===== src/rtl/rom_loader_pkg.sv =====
// Shared Hack definitions for the boot loader: default widths and loader state encoding.
package rom_loader_pkg;

  localparam int ADDR_W_DEF = 15;
  localparam int DATA_W_DEF = 16;

  typedef enum logic [2:0] {
    ST_IDLE    = 3'd0,
    ST_HDR_HI  = 3'd1,
    ST_HDR_LO  = 3'd2,
    ST_DATA_HI = 3'd3,
    ST_DATA_LO = 3'd4,
    ST_FINISH  = 3'd5,
    ST_DONE    = 3'd6,
    ST_ERROR   = 3'd7
  } state_e;

  // The loader takes bytes only while parsing the header or image words.
  function automatic logic state_accepts(input state_e s);
    return (s == ST_HDR_HI) || (s == ST_HDR_LO) ||
           (s == ST_DATA_HI) || (s == ST_DATA_LO);
  endfunction

endpackage


===== src/rtl/rom_loader_byte_pair.sv =====
// Latches the high byte of an image word and issues the registered ROM write.
module rom_loader_byte_pair
  import rom_loader_pkg::*;
#(
  parameter int ADDR_W = ADDR_W_DEF,
  parameter int DATA_W = DATA_W_DEF
) (
  input  logic              clk,
  input  logic              rst_n,
  input  logic              hi_load,
  input  logic              lo_load,
  input  logic [7:0]        in_data,
  input  logic [ADDR_W-1:0] addr_in,
  output logic              wr_en,
  output logic [ADDR_W-1:0] wr_addr,
  output logic [DATA_W-1:0] wr_data
);

  logic [7:0]        hi_q, hi_d;
  logic              wr_en_q, wr_en_d;
  logic [ADDR_W-1:0] wr_addr_q, wr_addr_d;
  logic [DATA_W-1:0] wr_data_q, wr_data_d;

  // Next-state for the byte latch and write port; address/data hold between writes.
  always_comb begin
    hi_d      = hi_q;
    wr_en_d   = lo_load;
    wr_addr_d = wr_addr_q;
    wr_data_d = wr_data_q;
    if (hi_load) begin
      hi_d = in_data;
    end else begin
      hi_d = hi_q;
    end
    if (lo_load) begin
      wr_addr_d = addr_in;
      wr_data_d = {hi_q, in_data};
    end else begin
      wr_addr_d = wr_addr_q;
      wr_data_d = wr_data_q;
    end
  end

  // Byte latch and write-port registers.
  always_ff @(posedge clk) begin
    if (!rst_n) begin
      hi_q      <= 8'd0;
      wr_en_q   <= 1'b0;
      wr_addr_q <= '0;
      wr_data_q <= '0;
    end else begin
      hi_q      <= hi_d;
      wr_en_q   <= wr_en_d;
      wr_addr_q <= wr_addr_d;
      wr_data_q <= wr_data_d;
    end
  end

  assign wr_en   = wr_en_q;
  assign wr_addr = wr_addr_q;
  assign wr_data = wr_data_q;

endmodule


===== src/rtl/rom_loader.sv =====
// Boot-time loader: parses a length-prefixed big-endian word stream into the
// instruction ROM and holds the CPU in reset until the image is complete.
module rom_loader
  import rom_loader_pkg::*;
#(
  parameter int ADDR_W = ADDR_W_DEF,
  parameter int DATA_W = DATA_W_DEF
) (
  input  logic              clk,
  input  logic              rst_n,
  input  logic              start,
  input  logic [7:0]        in_data,
  input  logic              in_valid,
  output logic              in_ready,
  output logic              wr_en,
  output logic [ADDR_W-1:0] wr_addr,
  output logic [DATA_W-1:0] wr_data,
  output logic              cpu_reset,
  output logic              busy,
  output logic              done,
  output logic              err
);

  localparam int          CMP_W   = 17;
  localparam logic [16:0] DEPTH_C = 17'd1 << ADDR_W;

  state_e            state_q, state_d;
  logic [15:0]       count_q, count_d;
  logic [ADDR_W:0]   idx_q, idx_d;
  logic              accept_s;
  logic [15:0]       hdr_n_s;
  logic              last_word_s;
  logic              hi_load_s;
  logic              lo_load_s;

  assign accept_s    = in_valid && in_ready;
  assign hdr_n_s     = {count_q[15:8], in_data};
  // The index has one spare bit so a full-depth image never wraps it.
  assign last_word_s = (CMP_W'(idx_q) + 17'd1) == CMP_W'(count_q);
  assign hi_load_s   = accept_s && (state_q == ST_DATA_HI);
  assign lo_load_s   = accept_s && (state_q == ST_DATA_LO);

  // Next-state, word count and address counter.
  always_comb begin
    state_d = state_q;
    count_d = count_q;
    idx_d   = idx_q;
    case (state_q)
      ST_IDLE, ST_DONE, ST_ERROR: begin
        if (start) begin
          state_d = ST_HDR_HI;
        end else begin
          state_d = state_q;
        end
      end
      ST_HDR_HI: begin
        if (accept_s) begin
          count_d[15:8] = in_data;
          state_d       = ST_HDR_LO;
        end else begin
          state_d = ST_HDR_HI;
        end
      end
      ST_HDR_LO: begin
        if (accept_s) begin
          count_d = hdr_n_s;
          idx_d   = '0;
          if (hdr_n_s == 16'd0) begin
            state_d = ST_DONE;
          end else if (CMP_W'(hdr_n_s) > DEPTH_C) begin
            state_d = ST_ERROR;
          end else begin
            state_d = ST_DATA_HI;
          end
        end else begin
          state_d = ST_HDR_LO;
        end
      end
      ST_DATA_HI: begin
        if (accept_s) begin
          state_d = ST_DATA_LO;
        end else begin
          state_d = ST_DATA_HI;
        end
      end
      ST_DATA_LO: begin
        if (accept_s) begin
          idx_d = idx_q + {{ADDR_W{1'b0}}, 1'b1};
          if (last_word_s) begin
            state_d = ST_FINISH;
          end else begin
            state_d = ST_DATA_HI;
          end
        end else begin
          state_d = ST_DATA_LO;
        end
      end
      ST_FINISH: begin
        state_d = ST_DONE;
      end
      default: begin
        state_d = ST_IDLE;
      end
    endcase
  end

  // State, count and address registers.
  always_ff @(posedge clk) begin
    if (!rst_n) begin
      state_q <= ST_IDLE;
      count_q <= 16'd0;
      idx_q   <= '0;
    end else begin
      state_q <= state_d;
      count_q <= count_d;
      idx_q   <= idx_d;
    end
  end

  assign in_ready  = state_accepts(state_q);
  assign busy      = (state_q == ST_HDR_HI) || (state_q == ST_HDR_LO) ||
                     (state_q == ST_DATA_HI) || (state_q == ST_DATA_LO) ||
                     (state_q == ST_FINISH);
  assign done      = (state_q == ST_DONE);
  assign err       = (state_q == ST_ERROR);
  assign cpu_reset = (state_q != ST_DONE);

  rom_loader_byte_pair #(
    .ADDR_W (ADDR_W),
    .DATA_W (DATA_W)
  ) u_byte_pair (
    .clk     (clk),
    .rst_n   (rst_n),
    .hi_load (hi_load_s),
    .lo_load (lo_load_s),
    .in_data (in_data),
    .addr_in (idx_q[ADDR_W-1:0]),
    .wr_en   (wr_en),
    .wr_addr (wr_addr),
    .wr_data (wr_data)
  );

endmodule


===== config.mk =====
export PLATFORM = sky130hd
export DESIGN_NAME = rom_loader
export DESIGN_NICKNAME = d
export VERILOG_FILES = /design/src/rtl/rom_loader_pkg.sv /design/src/rtl/rom_loader_byte_pair.sv /design/src/rtl/rom_loader.sv
export SDC_FILE = /design/constraint.sdc
export NUM_CORES = 1
export LEC_CHECK = 0
export BUFFER_PORTS_ARGS = -buffer_cell sky130_fd_sc_hd__buf_2
export CAP_MARGIN = 10
export CORE_UTILIZATION = 50
export CTS_CLUSTER_SIZE = 14
export DETAILED_ROUTE_END_ITERATION = 10
export PLACE_DENSITY = 0.78
export SLEW_MARGIN = 20
export SYNTH_ARGS = -nofsm -noshare
export SYNTH_HDL_FRONTEND = slang
export SYNTH_SLANG_ARGS = --single-unit

===== constraint.sdc =====
create_clock -name clk -period 5.5 [get_ports clk]
set_clock_uncertainty 0.1 [all_clocks]
set_input_delay 0 -clock clk [delete_from_list [all_inputs] [get_ports clk]]
set_output_delay 0 -clock clk [all_outputs]
set_load 0.02 [all_outputs]

* Word-level counts from Yosys, hierarchy flattened
Index checks and enable logic that the tools add are counted.
** Cells by class
- Equality and inequality tests :: 12
- Add/sub/neg operators :: 2
- $lt $le $gt $ge :: 1
- Bitwise gates (word level) :: 1
- Multiplexer cells :: 14
- Reductions and logical operators :: 14
** Operators by type and width (number)
- 16-bit two-way mux :: 2
- 16-bit one-hot mux with 2 select lines :: 1
- 3-bit two-way mux :: 7
- 3-bit one-hot mux with 6 select lines :: 1
- 16-bit by 1-bit adder with 17-bit output, second input constant :: 1
- 17-bit by 16-bit equality test with 1-bit output :: 1
- 16-bit by 1-bit adder with 16-bit output, second input constant :: 1
- 16-bit > comparator, second input constant :: 1
- 16-bit logical NOT :: 1
- 8-bit one-hot mux with 2 select lines :: 1
- 3-bit equality test, second input constant :: 4
- 8-bit two-way mux :: 1
- 3-bit by 2-bit equality test with 1-bit output, second input constant :: 2
- 2-bit != test, second input constant :: 3
- 3-bit AND reduction :: 2
- 1-bit logical OR :: 4
- 3-bit by 1-bit equality test with 1-bit output, second input constant :: 1
- 1-bit logical AND :: 3
- 3-bit logical NOT :: 1
- 3-bit != test, second input constant :: 1
- 3-bit OR reduction :: 1
- 2-bit two-way mux :: 1
- 2-bit AND reduction :: 1
- 2-bit nonzero test :: 1
- 1-bit NOT :: 1
** Storage, ports and cells
- Word-level logic and storage cells :: 52
- Bits in registers :: 75

* Depth between registers and ports, before layout
- Word-level depth :: 7
- Mapped depth :: 8
- Gate-level depth less buffers :: 7

* Cells and area by module
Synthesis repeated with hierarchy kept, for this count alone.
** Unflattened totals
- Cell total of the unflattened synthesis :: 419
- Area total of the unflattened synthesis :: 3749.8 sq um
** By module, submodules not included
- rom_loader :: area each 2214.6 sq um, cells an instance 291, times used 1, seq. area each 700.7 sq um
- rom_loader_byte_pair :: area each 1535.2 sq um, cells an instance 128, times used 1, seq. area each 800.8 sq um

* Worst setup path after synthesis
Ideal clock, no wire load.
- Path type :: register -> register
- Start point :: register idx_q[1]
- End point :: register state_q[1]
- Setup time :: 123 ps
- Path buffers :: 0
- Cell stages (with the launch flop) :: 8
- Arrival :: 2089 ps
- Clock period less this slack :: 2312 ps
- Required time :: 5277 ps
- Setup slack :: 3188 ps
- Cells stage by stage :: dfxtp_1 > ha_1 > nand3_4 > or3_4 > a2111oi_4 > o2111ai_1 > nor4_2 > o41ai_1
** On the way
- Word-level cells in the longest chain between the ends :: 5
** Ends and longest elaborated chain
- start: declaration :: line rom_loader.sv:29 : logic [ADDR_W:0] idx_q, idx_d;
- start signal: assignment :: line rom_loader.sv:116 : idx_q <= idx_d;
- 16-bit by 1-bit adder with 17-bit output :: line rom_loader.sv:39 : assign last_word_s = (CMP_W'(idx_q) + 17'd1) == CMP_W'(count_q);
- 17-bit by 16-bit equality test with 1-bit output :: line rom_loader.sv:39
- 3-bit two-way mux :: line rom_loader.sv:89 : if (last_word_s) begin
- 3-bit two-way mux :: line rom_loader.sv:87 : if (accept_s) begin
- 3-bit one-hot mux with 6 select lines :: line rom_loader.sv:48 : case (state_q)
- end signal: assignment :: line rom_loader.sv:114 : state_q <= state_d;
- end: declaration :: line rom_loader.sv:27 : state_e state_q, state_d;
Every way passes these cells.
A chain may end at the register's enable or synchronous reset.

* Final worst setup path
- Start point :: register state_q[2]
- End point :: register idx_q[15]
** On the way
- Word-level cells in the longest chain between the ends :: 7
- Elaborated cells between the ends (all ways) :: 13
- Those cells by class :: 6 x eq/ne; 1 x mux; 6 x reduce/logical
** Ends and longest elaborated chain
- 3-bit by 1-bit equality test with 1-bit output / 3-bit by 2-bit equality test with 1-bit output (equally long branches) :: line rom_loader_pkg.sv:20, rom_loader.sv:48
- 1-bit logical OR (2 in a row) :: line rom_loader_pkg.sv:20 : return (s == ST_HDR_HI) || (s == ST_HDR_LO) ||
- 1-bit logical OR :: line rom_loader_pkg.sv:21 : (s == ST_DATA_HI) || (s == ST_DATA_LO);
- 1-bit logical AND :: line rom_loader.sv:36 : assign accept_s = in_valid && in_ready;
- 2-bit != test (no source line)
- 3-bit AND reduction (no source line)
Parallel ways exist; a longest one is shown, timed or not.

==> summary.md <==
| Metric | Value |
|---|---|
| Design Area, Final | 4390 sq um |
| Post-synthesis cell count | 470 |
| Synth-to-Final Area Change | 14.0% |
| I/O pin cnt | 49 |
| Wire length on met3 | 399 microns |
| Leading cell types by count after synthesis | nand2_1 (107), dfxtp_1 (75), a21boi_0 (56) |
| Die area | 8060 sq um |
| Hold endpoint | state_q[1] |
| Die X | 89.8 microns |
| Internal Pwr Total | just under 0.9 mW |
| IO buf count | 48 |
| Final Total Pwr | 1.12 mW |
| DRT Pass-1 Iters | 5 |
| Worst-path clk slew | 0.08 ns |
| Yosys warning count | 0 |
| Initial core utilization | 0.523 |
| Post-detail-place hpwl | ~5900 microns |
| Comb power frac | 0.053 |
| Net Switching | 0.239 mW |
| Unique masters post-synth | 63 |
| Final setup TNS | 0 ns |
| FF+latch count, synth | 75 |
| Worst R2R Path Depth | 7 |
| Post-synthesis sequential area ratio | 0.390 |
| Ys flop type | dfxtp_1 |
| Critical Path Sink Type | flip-flop |
| Share of power burned in registers | 0.494 |
| Post-DP Area | 4040 sq um |
| Final core occ | 0.596 |
| Post-Route M1 WL | between 4000 and 5000 microns |
| Initial drt markers | slightly above 200 |
| ANT cells | 0 |
| Top-count cell post-synth | nand2_1 |
| Post-synth EDFFs | 0 |
| Vias in the first global route | 3256 |
| Largest area contributor in the netlist | dfxtp_1 |
| ANT nets after route | 0 |
| Status | finished, final reports clean |
| Non-filler cells, final | 612 |
| Initial antenna violation count | 0 |
| Place WS | 2.37 ns |
| Root Driver | clkbuf_8 |
| Top Layer Used | met4 |
| Max capacitance violation total | 0 |
| Global-route wire length before repair | 15100 microns |
| Placed insts | 586 |
| Metal2 WL | 4160 microns |
| Critical path class | reg -> reg |
| DR WL/cell | 14.7 microns |
| FF-to-FF Start | state_q[2] |
| CP required | 5.66 ns |
| Share of the synthesized area in the top cell type | 0.390 |
| PD cells | 255 nW/um^2 |
| GRT Total Usage | 0.229 |
| Clk buf depth | 2 |
| Crit-path max cell delay | 0.60 ns |
| Final Hold Slack | 0.0701 ns |
| Arrival @ worst endpoint | roughly 3.3 ns |
| Final setup viols | 0 |
| Worst R2R End | idx_q[15] |
| CP dominant cell by count | o21ai_0 |
| Switching Share | 0.214 |
| Clk pwr share | 0.452 |
| VDD IR-drop max | between 150 and 200 uV |
| Ys async rst share | 0 |
| Max_slew headroom | 0.369 |
| Die Ht | 89.8 microns |
| Critical path peak fanout | 25 |
| Kind of cell adding the most delay to the critical path | simple AND/OR/NAND/NOR gates |
| Final wirelength | 9020 microns |
| Via/cell ratio | around 5.6 |
| Mapped Avg Cell Area | 8.20 sq um |
| Worst Hold Class | in -> reg |
| Final-report max-slew violation count | 0 |
| CTS tree | done |
| Standby leakage power | 1.62 nW |
| RSZ-0062 raised after global routing | no |
| Cts repair resizes | 0 |
| Drt drc | 0 |
| Placer Congestion | between 0.8 and 0.9 |
| Worst setup margin | between 2 and 2.5 ns |
| Later-pin clock latency in the skew report | about 0.36 ns |
| Buffers & Inverters on Critical Path | 1 |
| Row cnt | 31 |
| Largest net degree at the start of global routing | 77 |
| H-tree levels | 3 |
| Top post-synthesis cells by area | dfxtp_1 (39%), a21boi_0 (11%), nand2_1 (10%) |
| Num CTS Buffers | 9 |
| Fin crit share | 0.575 |
| Post-Syn Area | roughly 3900 sq um |
| Hold Crit Depth | 3 |
| R2R setup slack | 2.34 ns |
| Worst Tran Pin Value | roughly 0.94 ns |
| Hold Vio Cnt, Final | 0 |
| F_max | 0.316 GHz |
| Fraction of layout cells with a size suffix above 1 | 0.177 |
| Core area | roughly 7400 sq um |
| Crit path time final | 3.16 ns |
| CP Cell Sequence | or3b_2, nor2_2, buf_4, nor2_1, o21ai_0, o21ai_0, and2_1 |
| Startpoint types | flip-flop |
| Global route overflow | 0 |
| # nets final | 522 |
| CP startpoint | state_q[2] |
| Post-synth net total | 484 |
| Via count | 3400 |
| Clock sinks | 75 |
| CP max stage cell | dfxtp_1 |
| Hold Path Origin | rst_n |
## state kept, by name (all words and copies together), names as in the netlist
signal,flops
u_byte_pair.wr_data,16
u_byte_pair.hi_q,8
count_q,16
u_byte_pair.wr_addr,15
state_q,3
idx_q,16
u_byte_pair.wr_en,1
## metal layers
metal | global-route usage | up-vias
li1 | - | 1703
met3 | 0.0321 | 20
met4 | 0.115 | 0
met1 | 0.297 | 1576
met2 | 0.373 | 101
met5 | 0 | -
## worst max path at each step
stage | depth (start not counted) | slack (ns) | end
floorplan | 7 | 3.19 | state_q[1]
global placement | 7 | 2.52 | idx_q[8]
detailed placement | 7 | 2.37 | idx_q[15]
CTS | 7 | 2.36 | idx_q[15]
global route | 7 | 2.09 | idx_q[9]
finish | 7 | 2.34 | idx_q[15]
## worst min-delay path, delay by kind of cell
kind | cells | cell delay, ns
and+or+nand+nor | 1 | 0.12
AOI/OAI and AO/OA | 1 | 0.06
buffers and inverters | 1 | 0.29
## logic make-up (layout without fill, tap and decap cells)
family          after synthesis  count (layout)  share of synthesized area
fa+ha+maj                     2               2                    0.00649
xor+xnor                     16              16                     0.0364
buf+inv                      39              82                     0.0558
flops                        75              75                      0.390
simple gates                214             214                      0.283
compound gates              114             114                      0.202
mux                          10              10                     0.0263
## area by class of cell
cell class | instances | area [sq um]
repair buffers | 60 | 358
clock buffers | 13 | 179
fillers | 667 | 2980
multi-input cells | 356 | 2140
inverters | 6 | 22.5
flip-flops and latches | 75 | 1500
clock inverters | 3 | 67.6
well taps | 99 | 124
## repair_timing
action	in CTS	in global routing
hold buffers	10	0
hold endpoints to repair	36	0
buffers inserted	0	0
## power groups by stage
| stage | sequential [mW] | clock (mW) | combinational (mW) |
|---|---|---|---|
| after CTS | 0.553 | 0.509 | 0.0598 |
| after floorplan | 0.562 | 0 | 0.0417 |
| after detailed placement | 0.566 | 0 | 0.0542 |
| after global placement | 0.566 | 0 | 0.0529 |
| after global routing | 0.554 | 0.538 | 0.0656 |
| final | 0.553 | 0.507 | 0.0598 |
## layout by cell type, fill, tap and decap left out, types with 3 or more instances in the layout
| master | count |
|---|---|
| nor2_1 | 18 |
| a21oi_1 | 13 |
| dfxtp_1 | 75 |
| buf_2 | 47 |
| nor2b_1 | 12 |
| nor3_1 | 7 |
| o21ai_0 | 25 |
| nand4_1 | 5 |
| dlygate4sd3_1 | 10 |
| inv_1 | 6 |
| nor4_1 | 4 |
| nand3_1 | 10 |
| buf_4 | 3 |
| and3_1 | 5 |
| a21boi_0 | 56 |
| xor2_1 | 6 |
| xnor2_1 | 10 |
| or4_1 | 3 |
| a31oi_1 | 6 |
| nand2_1 | 107 |
| nand2b_1 | 5 |
| mux2i_1 | 9 |
| clkbuf_8 | 13 |
| and2_1 | 5 |
| or3_1 | 3 |
No activity file was read; power rests on OpenSTA's default activity.
